===== config.mk =====
export PLATFORM = sky130hd
export DESIGN_NAME = crc32_engine
export DESIGN_NICKNAME = d
export VERILOG_FILES = /design/src/rtl/POLI_types_pkg.sv /design/src/rtl/crc32_step.sv /design/src/rtl/crc32_engine.sv
export SDC_FILE = /design/constraint.sdc
export NUM_CORES = 1
export LEC_CHECK = 0
export CORE_MARGIN = 2
export CORE_UTILIZATION = 49
export DETAILED_ROUTE_END_ITERATION = 8
export PLACE_DENSITY = 0.8
export SKIP_LAST_GASP = 1
export SLEW_MARGIN = 25
export SYNTH_ARGS = -nofsm -noshare
export SYNTH_HDL_FRONTEND = slang
export SYNTH_SLANG_ARGS = --single-unit
export TNS_END_PERCENT = 10

===== constraint.sdc =====
create_clock -name CLK -period 2.9 [get_ports CLK]
set_clock_uncertainty 0.2 [all_clocks]
set_input_delay 0.87 -clock CLK [delete_from_list [all_inputs] [get_ports CLK]]
set_output_delay 0.87 -clock CLK [all_outputs]
set_load 0.1 [all_outputs]

===== src/rtl/POLI_types_pkg.sv =====
// Shared types and constants for the POLI control-register responders.
// Holds the CRC-32 constants and FSM state type used by crc32_engine.
package POLI_types_pkg;

  localparam int unsigned WORD_SIZE = 32;

  localparam logic [WORD_SIZE-1:0] CRC_POLY      = 32'h04C1_1DB7;
  localparam logic [WORD_SIZE-1:0] CRC_POLY_REFL = 32'hEDB8_8320;
  localparam logic [WORD_SIZE-1:0] CRC_INIT      = 32'hFFFF_FFFF;
  localparam logic [WORD_SIZE-1:0] CRC_XOROUT    = 32'hFFFF_FFFF;

  typedef enum logic {CRC_IDLE, CRC_BUSY} crc_state_t;

endpackage


===== src/rtl/crc32_step.sv =====
// Combinational CRC-32 fold of BITS_PER_CYCLE data bits into an accumulator.
// Normal (MSB-first) mode exists only when CRC_ORIENT_EN is defined.
module crc32_step
  import POLI_types_pkg::*;
#(
  parameter int unsigned WORD_SIZE      = 32,
  parameter int unsigned BITS_PER_CYCLE = 8
) (
  input  logic [WORD_SIZE-1:0]      acc,
  input  logic [BITS_PER_CYCLE-1:0] data,
  input  logic                      orient,
  output logic [WORD_SIZE-1:0]      acc_next
);

  logic                      fb;
  logic [BITS_PER_CYCLE-1:0] ds;

  // Data bits are consumed by shifting a local copy so only constant indices are used.
  always_comb begin
    acc_next = acc;
    ds       = data;
    fb       = 1'b0;
    for (int unsigned i = 0; i < BITS_PER_CYCLE; i++) begin
`ifdef CRC_ORIENT_EN
      if (!orient) begin
        fb       = acc_next[WORD_SIZE-1] ^ ds[BITS_PER_CYCLE-1];
        ds       = ds << 1;
        acc_next = (acc_next << 1) ^ (fb ? CRC_POLY : '0);
      end else
`endif
      begin
        fb       = acc_next[0] ^ ds[0];
        ds       = ds >> 1;
        acc_next = (acc_next >> 1) ^ (fb ? CRC_POLY_REFL : '0);
      end
    end
  end

`ifndef CRC_ORIENT_EN
  logic unused_orient;
  assign unused_orient = orient;
`endif

endmodule


===== src/rtl/crc32_engine.sv =====
// CRC-32 engine folding one word per start, BITS_PER_CYCLE bits per clock.
// Optional macro CRC_ORIENT_EN adds MSB-first mode selected by crc_orient[0].
module crc32_engine
  import POLI_types_pkg::*;
#(
  parameter int unsigned WORD_SIZE      = 32,
  parameter int unsigned BITS_PER_CYCLE = 8
) (
  input  logic                 CLK,
  input  logic                 RST,
  input  logic [WORD_SIZE-1:0] crc_data_in,
  input  logic                 crc_start,
  input  logic                 crc_reset,
  input  logic [WORD_SIZE-1:0] crc_orient,
  output logic [WORD_SIZE-1:0] crc_out,
  output logic                 crc_ready
);

  localparam int unsigned STEPS = WORD_SIZE / BITS_PER_CYCLE;
  localparam int unsigned CNT_W = $clog2(STEPS) + 1;

  crc_state_t                state;
  logic [WORD_SIZE-1:0]      acc;
  logic [WORD_SIZE-1:0]      acc_next;
  logic [WORD_SIZE-1:0]      sreg;
  logic [WORD_SIZE-1:0]      sreg_next;
  logic [BITS_PER_CYCLE-1:0] slice;
  logic [CNT_W-1:0]          cnt;
  logic                      orient_q;
  logic                      unused_orient;

`ifdef CRC_ORIENT_EN
  assign slice         = orient_q ? sreg[BITS_PER_CYCLE-1:0] : sreg[WORD_SIZE-1 -: BITS_PER_CYCLE];
  assign sreg_next     = orient_q ? (sreg >> BITS_PER_CYCLE) : (sreg << BITS_PER_CYCLE);
  assign unused_orient = ^crc_orient[WORD_SIZE-1:1];
`else
  assign orient_q      = 1'b1;
  assign slice         = sreg[BITS_PER_CYCLE-1:0];
  assign sreg_next     = sreg >> BITS_PER_CYCLE;
  assign unused_orient = ^crc_orient;
`endif

  crc32_step #(
    .WORD_SIZE      (WORD_SIZE),
    .BITS_PER_CYCLE (BITS_PER_CYCLE)
  ) u_step (
    .acc      (acc),
    .data     (slice),
    .orient   (orient_q),
    .acc_next (acc_next)
  );

  // Finalisation is combinational so an async reset yields crc_out = 0 at once.
  assign crc_out = acc ^ CRC_XOROUT;

  always_ff @(posedge CLK or posedge RST) begin
    if (RST) begin
      state     <= CRC_IDLE;
      acc       <= CRC_INIT;
      sreg      <= '0;
      cnt       <= '0;
      crc_ready <= 1'b1;
`ifdef CRC_ORIENT_EN
      orient_q  <= 1'b1;
`endif
    end else if (crc_reset) begin
      state     <= CRC_IDLE;
      acc       <= CRC_INIT;
      cnt       <= '0;
      crc_ready <= 1'b1;
    end else begin
      case (state)
        CRC_IDLE: begin
          if (crc_start) begin
            sreg      <= crc_data_in;
            cnt       <= '0;
            state     <= CRC_BUSY;
            crc_ready <= 1'b0;
`ifdef CRC_ORIENT_EN
            orient_q  <= crc_orient[0];
`endif
          end
        end
        CRC_BUSY: begin
          acc  <= acc_next;
          sreg <= sreg_next;
          cnt  <= cnt + 1'b1;
          if (cnt == CNT_W'(STEPS - 1)) begin
            state     <= CRC_IDLE;
            crc_ready <= 1'b1;
          end
        end
        default: state <= CRC_IDLE;
      endcase
    end
  end

endmodule


==> results of run 1 <==
## cells by family (layout without fill, tap and decap cells)
family	count (synthesis)	after routing	share of synthesized area [%]
muxes	25	25	6.491
and+or+nand+nor	56	56	5.778
xor gates and xnor gates	74	74	22.75
buffers and inverters	57	129	5.582
AOI/OAI and AO/OA	82	82	12.89
adders and majority gates	2	2	0.6490
DFF	69	69	45.86
## where the power goes
part           total, mW  internal (mW)  switching (mW)
logic               3.12           1.18            1.94
registers           1.39           1.23           0.156
clock network      0.722          0.353           0.369
total               5.23           2.76            2.47
## layout make-up
cell class / count / area, um2
Clock buffer: 12 / 155.1
Clock inverter: 4 / 22.52
Fill cell: 639 / 2908
Inverter: 37 / 138.9
Multi-Input combinational cell: 239 / 1883
Sequential cell: 69 / 1769
Tap cell: 102 / 127.6
Timing Repair Buffer: 76 / 683.2
## metal layers
layer,part of all wire [%],vias to the layer above,GRT usage (%)
met5,0,-,0
met1,46,1284,25.21
met2,49,60,32.18
met4,1.5,0,7.721
li1,-,1336,-
met3,4.4,11,3.499
## final timing paths
path                            depth (start not counted)         end      from  slack (ns)
worst max-delay path                                    2  crc_out[0]    acc[0]        0.57
worst min-delay path                                    2    sreg[11]  sreg[11]        0.28
worst max register to register                          5     acc[22]    acc[2]        0.71
worst min register to register                          2    sreg[11]  sreg[11]        0.28
max in group asynchronous                               3      acc[4]       RST        1.44
min in group asynchronous                               3    sreg[21]       RST        0.68
## state kept, by name (all words and copies together), names as in the netlist
register / cells
cnt: 3
crc_ready: 1
state: 1
sreg: 32
acc: 32
## worst register-to-register path, delay by kind of cell, from the launching register on
family          cells  cell delay [ns]
xor+xnor            4             1.03
flops               1             0.59
compound gates      1             0.30
## per-stage QoR
stage,hold WS [ns],util (%),cells,power [mW],worst slack [ns]
floorplan,0.2496,-,365,3.957,0.1448
detailed placement,0.2699,59.86,523,4.543,0.2274
CTS,0.2861,62.17,539,5.278,0.5644
global placement,0.2615,59.86,523,4.483,0.2732
global route,0.3093,62.17,539,5.503,0.4881
finish,0.2813,62.17,539,5.230,0.5725
## cells in the final DEF (no fill, tap or decap), types with 19 or more instances in the layout
master	instances
o21ai_0	27
dfstp_2	33
clkdlybuf4s50_1	35
a21oi_1	19
inv_1	35
xnor2_1	47
nand2_1	36
dfrtp_1	35
buf_4	39
mux2i_1	25
==> out/metrics.cfg, run 1 <==
[power]
peakVddDrop_mv=0.4119
leakagePower_nw=2.198
power_per_cell_area_nw_per_um2=1094

[global_routing]
grt_max_degree=70
grt_pass1_wl_um=12910
grt_overflow=0
grt_pass1_vias=2710
antenna_found_initial=0
track_usage_pct=19.36

[place]
io_buffers=68
dp_hpwl_um=5638
place_area_um2=4602
place.gp.congestion=0.8449

[sta]
fmax_ghz=0.4296
fin_crit_ns=2.328
setup_viol=0
finalHoldViolations=0
rsz0062_at_grt=false
tightestPinTransition_ns=0.6967
relSlewSlack_pct=53.38
setup-tns-final_ns=0
min_period_over_period_pct=80.26
slew_violations=0

[clocking]
post_cts_buffers=0
cts_hold_buf=0
post_cts_resized=0
clk_latency_ns=0.35
clock-sinks=69
cts-root-buf=clkbuf_8
cts_made_buffers=9
cts_max_level=3
cts.clk_slew.worst_paths_ns=0.08
cts_tree=done
cts_buffer_depth=2

[synth]
netlist_top_cells_count=47 x xnor2_1, 36 x dfrtp_1, 36 x inv_1, 36 x nand2_1, 33 x dfstp_2
synth_top_area_cell=dfrtp_1
synthTopCellsByArea=dfrtp_1 23%, dfstp_2 22%, xnor2_1 11%, mux2i_1 6.5%, xnor2_4 4.3%
synth_cells=365
avgSynthCellArea_um2=10.56
synth_nets=435
synthFlopType=dfrtp_1
synth_edf_count=0
ys_ff_latch=69
synth-seq-area-share_pct=45.86
synth_cell_types=31
async_flop_share_pct=100.0
synth_top_area_share_pct=23.37
yosys.cell_count.top_type=xnor2_1
syn_area_um2=3855
ys_warn_count=0

[floorplan]
dieArea_um2=8592
die_x_um=92.70
ioPinCount=101
core_um2=7687
die_y_um=92.70
std_cell_rows=32
initial_utilization_pct=50.15

[hold_path]
hold_class=reg2reg

[route]
num_vias=2691
drtIter0Drc=83
ant_nets=0
vias_per_cell=4.993
wire_per_inst_um=14.35
drc=0
drt_pre_antenna_iters=4
finalWirelength_um=7736

[cells_and_area]
antennaDiodeCount=0
final_area_um2=4780
nNetsFinal=502
drive_above_1_share_pct=25.40
area_growth_pct=23.99

[setup_path]
path_class=reg2out
crit_chain=inv_1 > buf_4
slowest_delay_ns=0.60
cpMaxStageDelayCell=dfstp_2
critPathBufInv=2
required_ns=1.83
critPathLaunchType=flop
crit_family=flip-flops
crit_path_end_kind=output pin
arrival_ns=1.26
crit_fanout=4

[outcome]
status=complete, no violations

[run]
cap_violations=0

Note: power is estimated with default switching activity, not from simulation.
==> inputs of run 2 (changes only) <==
==> constraint.sdc (replaced) <==
create_clock -name CLK -period 2.4 [get_ports CLK]
set_clock_uncertainty 0.2 [all_clocks]
set_input_delay 0.72 -clock CLK [delete_from_list [all_inputs] [get_ports CLK]]
set_output_delay 0.72 -clock CLK [all_outputs]
set_load 0.1 [all_outputs]
==> out/metrics.cfg, run 2 (same netlist as run 1, synthesis figures left out) <==
[setup_path]
r2r-end=acc[20]
rr_worst_depth=5
regToRegSetupSlack_ns=0.23
arrival_ns=2.23
crit_fanout=6
required_ns=2.47
critPathLaunchType=flop
reg2reg_from=sreg[3]
crit_path_end_kind=flop
setup.worst_path.start=sreg[3]
path_class=reg2reg

[cells_and_area]
drive_above_1_share_pct=25.40
final_util_pct=68.12
top_regs=acc x32, sreg x32, cnt x3
multiInputGateArea_um2=1883
area_growth_pct=35.83
fill_cells=560
final_common_cell=xnor2_1
antennaDiodeCount=0
nNetsFinal=506
sequential_cell_area_um2=1769
final_cell_mix=47 x xnor2_1, 36 x nand2_1
final_area_um2=5236

[global_routing]
grt_overflow=0
antenna_found_initial=0
grt_pass1_vias=2756
track_usage_pct=19.93
grt_pass1_wl_um=13260
grt_max_degree=70

[outcome]
status=complete, no violations

[place]
io_buffers=68
dp_hpwl_um=6005
place_area_um2=5049
place.gp.congestion=0.8429

[sta]
tightestPinTransition_ns=0.6147
rsz0062_at_grt=false
setup_viol=0
finalHoldViolations=0
setup-tns-final_ns=0
timing.hold.ws_ns=0.2832
fmax_ghz=0.4617
slew_violations=0
relSlewSlack_pct=59.02
min_period_over_period_pct=90.25
fin_crit_ns=2.166

[route]
ant_nets=0
drtIter0Drc=102
drt_pre_antenna_iters=5
wire_per_inst_um=14.61
vias_per_cell=5.009
drc=0
num_vias=2720
finalWirelength_um=7934

[hold_path]
hold_class=reg2reg
hp-start=sreg[8]
holdPathStages=2
min_to=sreg[8]

[floorplan]
std_cell_rows=32
dieArea_um2=8592
core_um2=7687
ioPinCount=101
die_y_um=92.70
die_x_um=92.70
initial_utilization_pct=50.15

[clocking]
cts_tree=done
cts_buffer_depth=2
clock-sinks=69
cts_hold_buf=0
clk_latency_ns=0.35
cts-root-buf=clkbuf_8
cts_made_buffers=9
cts_max_level=3
cts.clk_slew.worst_paths_ns=0.07
post_cts_resized=0
post_cts_buffers=0

[power]
power_mw=6.839
peakVddDrop_mv=0.5072
power_per_cell_area_nw_per_um2=1306
leakagePower_nw=2.329

[run]
cap_violations=0

-- run 2: changes by cell type in the layout (fill, tap and decap cells not counted) --
cell	change
clkbuf_1	+3
clkinv_2	-2
inv_2	-1
clkbuf_8	-1
buf_12	+33
buf_4	-29
bufinv_16	+1
-- run 2: worst max-delay path, cell delays in order, from the launching register on --
cell and delay, ns:
dfrtp_1 0.44, xnor2_4 0.40, xnor2_4 0.21, xnor3_2 0.52
xnor2_1 0.16, o21ai_1 0.16
-- run 2: cell type report --
cell class,instances,area share [%]
inverter,37,2.724
sequential,69,33.79
timing repair buffer,80,21.51
tap,102,2.437
clock buffer,14,2.915
multi-input combinational,239,35.96
clock inverter,2,0.6691
-- run 2: stage by stage --
stage	setup WS, ns	instances
finish	0.2340	543
global route	0.1463	543
CTS	0.2069	543
detailed placement	0.05552	527
global placement	0.1117	527
floorplan	0.2084	365
-- run 2: how the worst max path moves through the flow --
| stage | to | slack (ns) |
|---|---|---|
| floorplan | sreg[16] | 0.21 |
| global route | acc[20] | 0.15 |
| detailed placement | sreg[3] | 0.06 |
| global placement | sreg[18] | 0.11 |
| finish | acc[20] | 0.23 |
| CTS | acc[20] | 0.21 |
-- run 2: power breakdown --
part	internal (mW)	switching (mW)	total (mW)	leakage, nW
combinational	1.79	2.44	4.23	1.43
clock	0.509	0.420	0.929	0.0947
sequential	1.49	0.193	1.68	0.804
-- run 2: layer usage --
layer / GRT usage, % / vias up / share of wire, %
li1: - / 1344 / -
met1: 26.09 / 1286 / 43
met2: 32.18 / 77 / 50
met3: 3.987 / 13 / 5.1
met4: 9.069 / 0 / 1.3
met5: 0 / - / 0
==> inputs of run 3 (changes only) <==
--- a/config.mk
+++ b/config.mk
@@ -8,7 +8,7 @@
 export CORE_MARGIN = 2
 export CORE_UTILIZATION = 49
 export DETAILED_ROUTE_END_ITERATION = 8
-export PLACE_DENSITY = 0.8
+export PLACE_DENSITY_LB_ADDON = 0.12
 export SKIP_LAST_GASP = 1
 export SLEW_MARGIN = 25
 export SYNTH_ARGS = -nofsm -noshare
==> out/metrics.cfg, run 3 (same netlist as run 1, synthesis figures left out) <==
[outcome]
status=complete, no violations

[cells_and_area]
area_growth_pct=36.94
nNetsFinal=511
final_cell_mix=47 x xnor2_1, 36 x nand2_1
top_regs=acc x32, sreg x32, cnt x3
final_area_um2=5279
antennaDiodeCount=0
final_common_cell=xnor2_1
drive_above_1_share_pct=26.68

[floorplan]
die_x_um=92.70
initial_utilization_pct=50.15
std_cell_rows=32
core_um2=7687
ioPinCount=101
die_y_um=92.70
dieArea_um2=8592

[sta]
finalHoldViolations=0
rsz0062_at_grt=false
fin_ws_ns=0.2140
fin_crit_ns=2.186
setup_viol=0
slew_violations=0
setup-tns-final_ns=0
relSlewSlack_pct=58.53
fmax_ghz=0.4575
min_period_over_period_pct=91.08
tightestPinTransition_ns=0.6220
timing.hold.ws_ns=0.2834

[clocking]
post_cts_buffers=0
cts_max_level=3
cts_hold_buf=0
cts-root-buf=clkbuf_8
cts_buffer_depth=2
clk_latency_ns=0.34
post_cts_resized=0
clock-sinks=69
cts_made_buffers=9
cts_tree=done
cts.clk_slew.worst_paths_ns=0.07

[power]
power_per_cell_area_nw_per_um2=1293
leakagePower_nw=2.354
pwr-share-clk_pct=13.7
power_mw=6.824
intPower_mw=3.801
power.share.switching_pct=44.30
p_comb_share_pct=61.7
peakVddDrop_mv=0.4389
seqPwrFrac_pct=24.6
p_switching_mw=3.023

[place]
place.gp.congestion=0.8350
dp_hpwl_um=6095
io_buffers=68
pre_cts_ws_ns=0.1334
place_area_um2=5086

[global_routing]
grt_pass1_wl_um=13590
grt_pass1_vias=2803
antenna_found_initial=0
track_usage_pct=20.45
grt_overflow=0
grt_max_degree=55

[setup_path]
slowest_delay_ns=0.52
crit_chain=xnor2_4 > xnor2_4 > xnor3_2 > xnor2_1 > o21ai_1
required_ns=2.46
arrival_ns=2.25
critPathLaunchType=flop
cpMaxStageDelayCell=xnor3_2
crit_fanout=6
crit_top_cell=xnor2_4
crit_path_end_kind=flop
path_class=reg2reg

[route]
vias_per_cell=4.953
drt_pre_antenna_iters=4
ant_nets=0
num_vias=2714
finalWirelength_um=7959
drc=0
drtIter0Drc=131
wire_per_inst_um=14.52

[hold_path]
hold_class=reg2reg

[run]
cap_violations=0

[run 3: metrics by stage]
step                      util, %  cells
after floorplan                 -    365
after global placement      66.16    532
after detailed placement    66.16    532
after CTS                   68.67    548
after global routing        68.67    548
final                       68.67    548
[run 3: path summary, 6_finish.rpt]
kind / cells past startpoint / slack [ns] / end / from
min in group asynchronous: 3 / 0.59 / sreg[20] / RST
max in group asynchronous: 3 / 1.00 / acc[6] / RST
max reg2reg: 5 / 0.21 / acc[23] / sreg[3]
max: 5 / 0.21 / acc[23] / sreg[3]
min reg2reg: 2 / 0.28 / sreg[21] / sreg[21]
min: 2 / 0.28 / sreg[21] / sreg[21]
[run 3: power by group through the flow]
| stage | sequential (mW) | combinational, mW | clock [mW] |
|---|---|---|---|
| 2_1_floorplan | 1.66 | 3.12 | 0 |
| 3_3_place_gp | 1.69 | 4.19 | 0 |
| 3_5_place_dp | 1.70 | 4.24 | 0 |
| 4_1_cts | 1.68 | 4.25 | 0.950 |
| 5_1_grt | 1.71 | 4.50 | 1.00 |
| 6_report | 1.68 | 4.21 | 0.932 |
[run 3: critical path: cells and delay by family (launching register included)]
kind                      cells  cell delay (ns)
AOI/OAI and AO/OA             1             0.15
DFF                           1             0.45
xor gates and xnor gates      4             1.32
[run 3: cell type report]
type	instances	area, um2
tap	102	127.6
sequential	69	1769
clock inverter	4	47.55
timing repair buffer	85	1164
fill	614	2409
inverter	37	142.6
clock buffer	12	145.1
multi-input combinational	239	1883
[run 3: metal layers]
metal	GRT usage [%]	wire (um)	share of wire [%]
met5	0	0	0
met4	7.966	138	1.7
met3	3.906	315	4.0
met2	34.79	4073	51
met1	25.90	3432	43
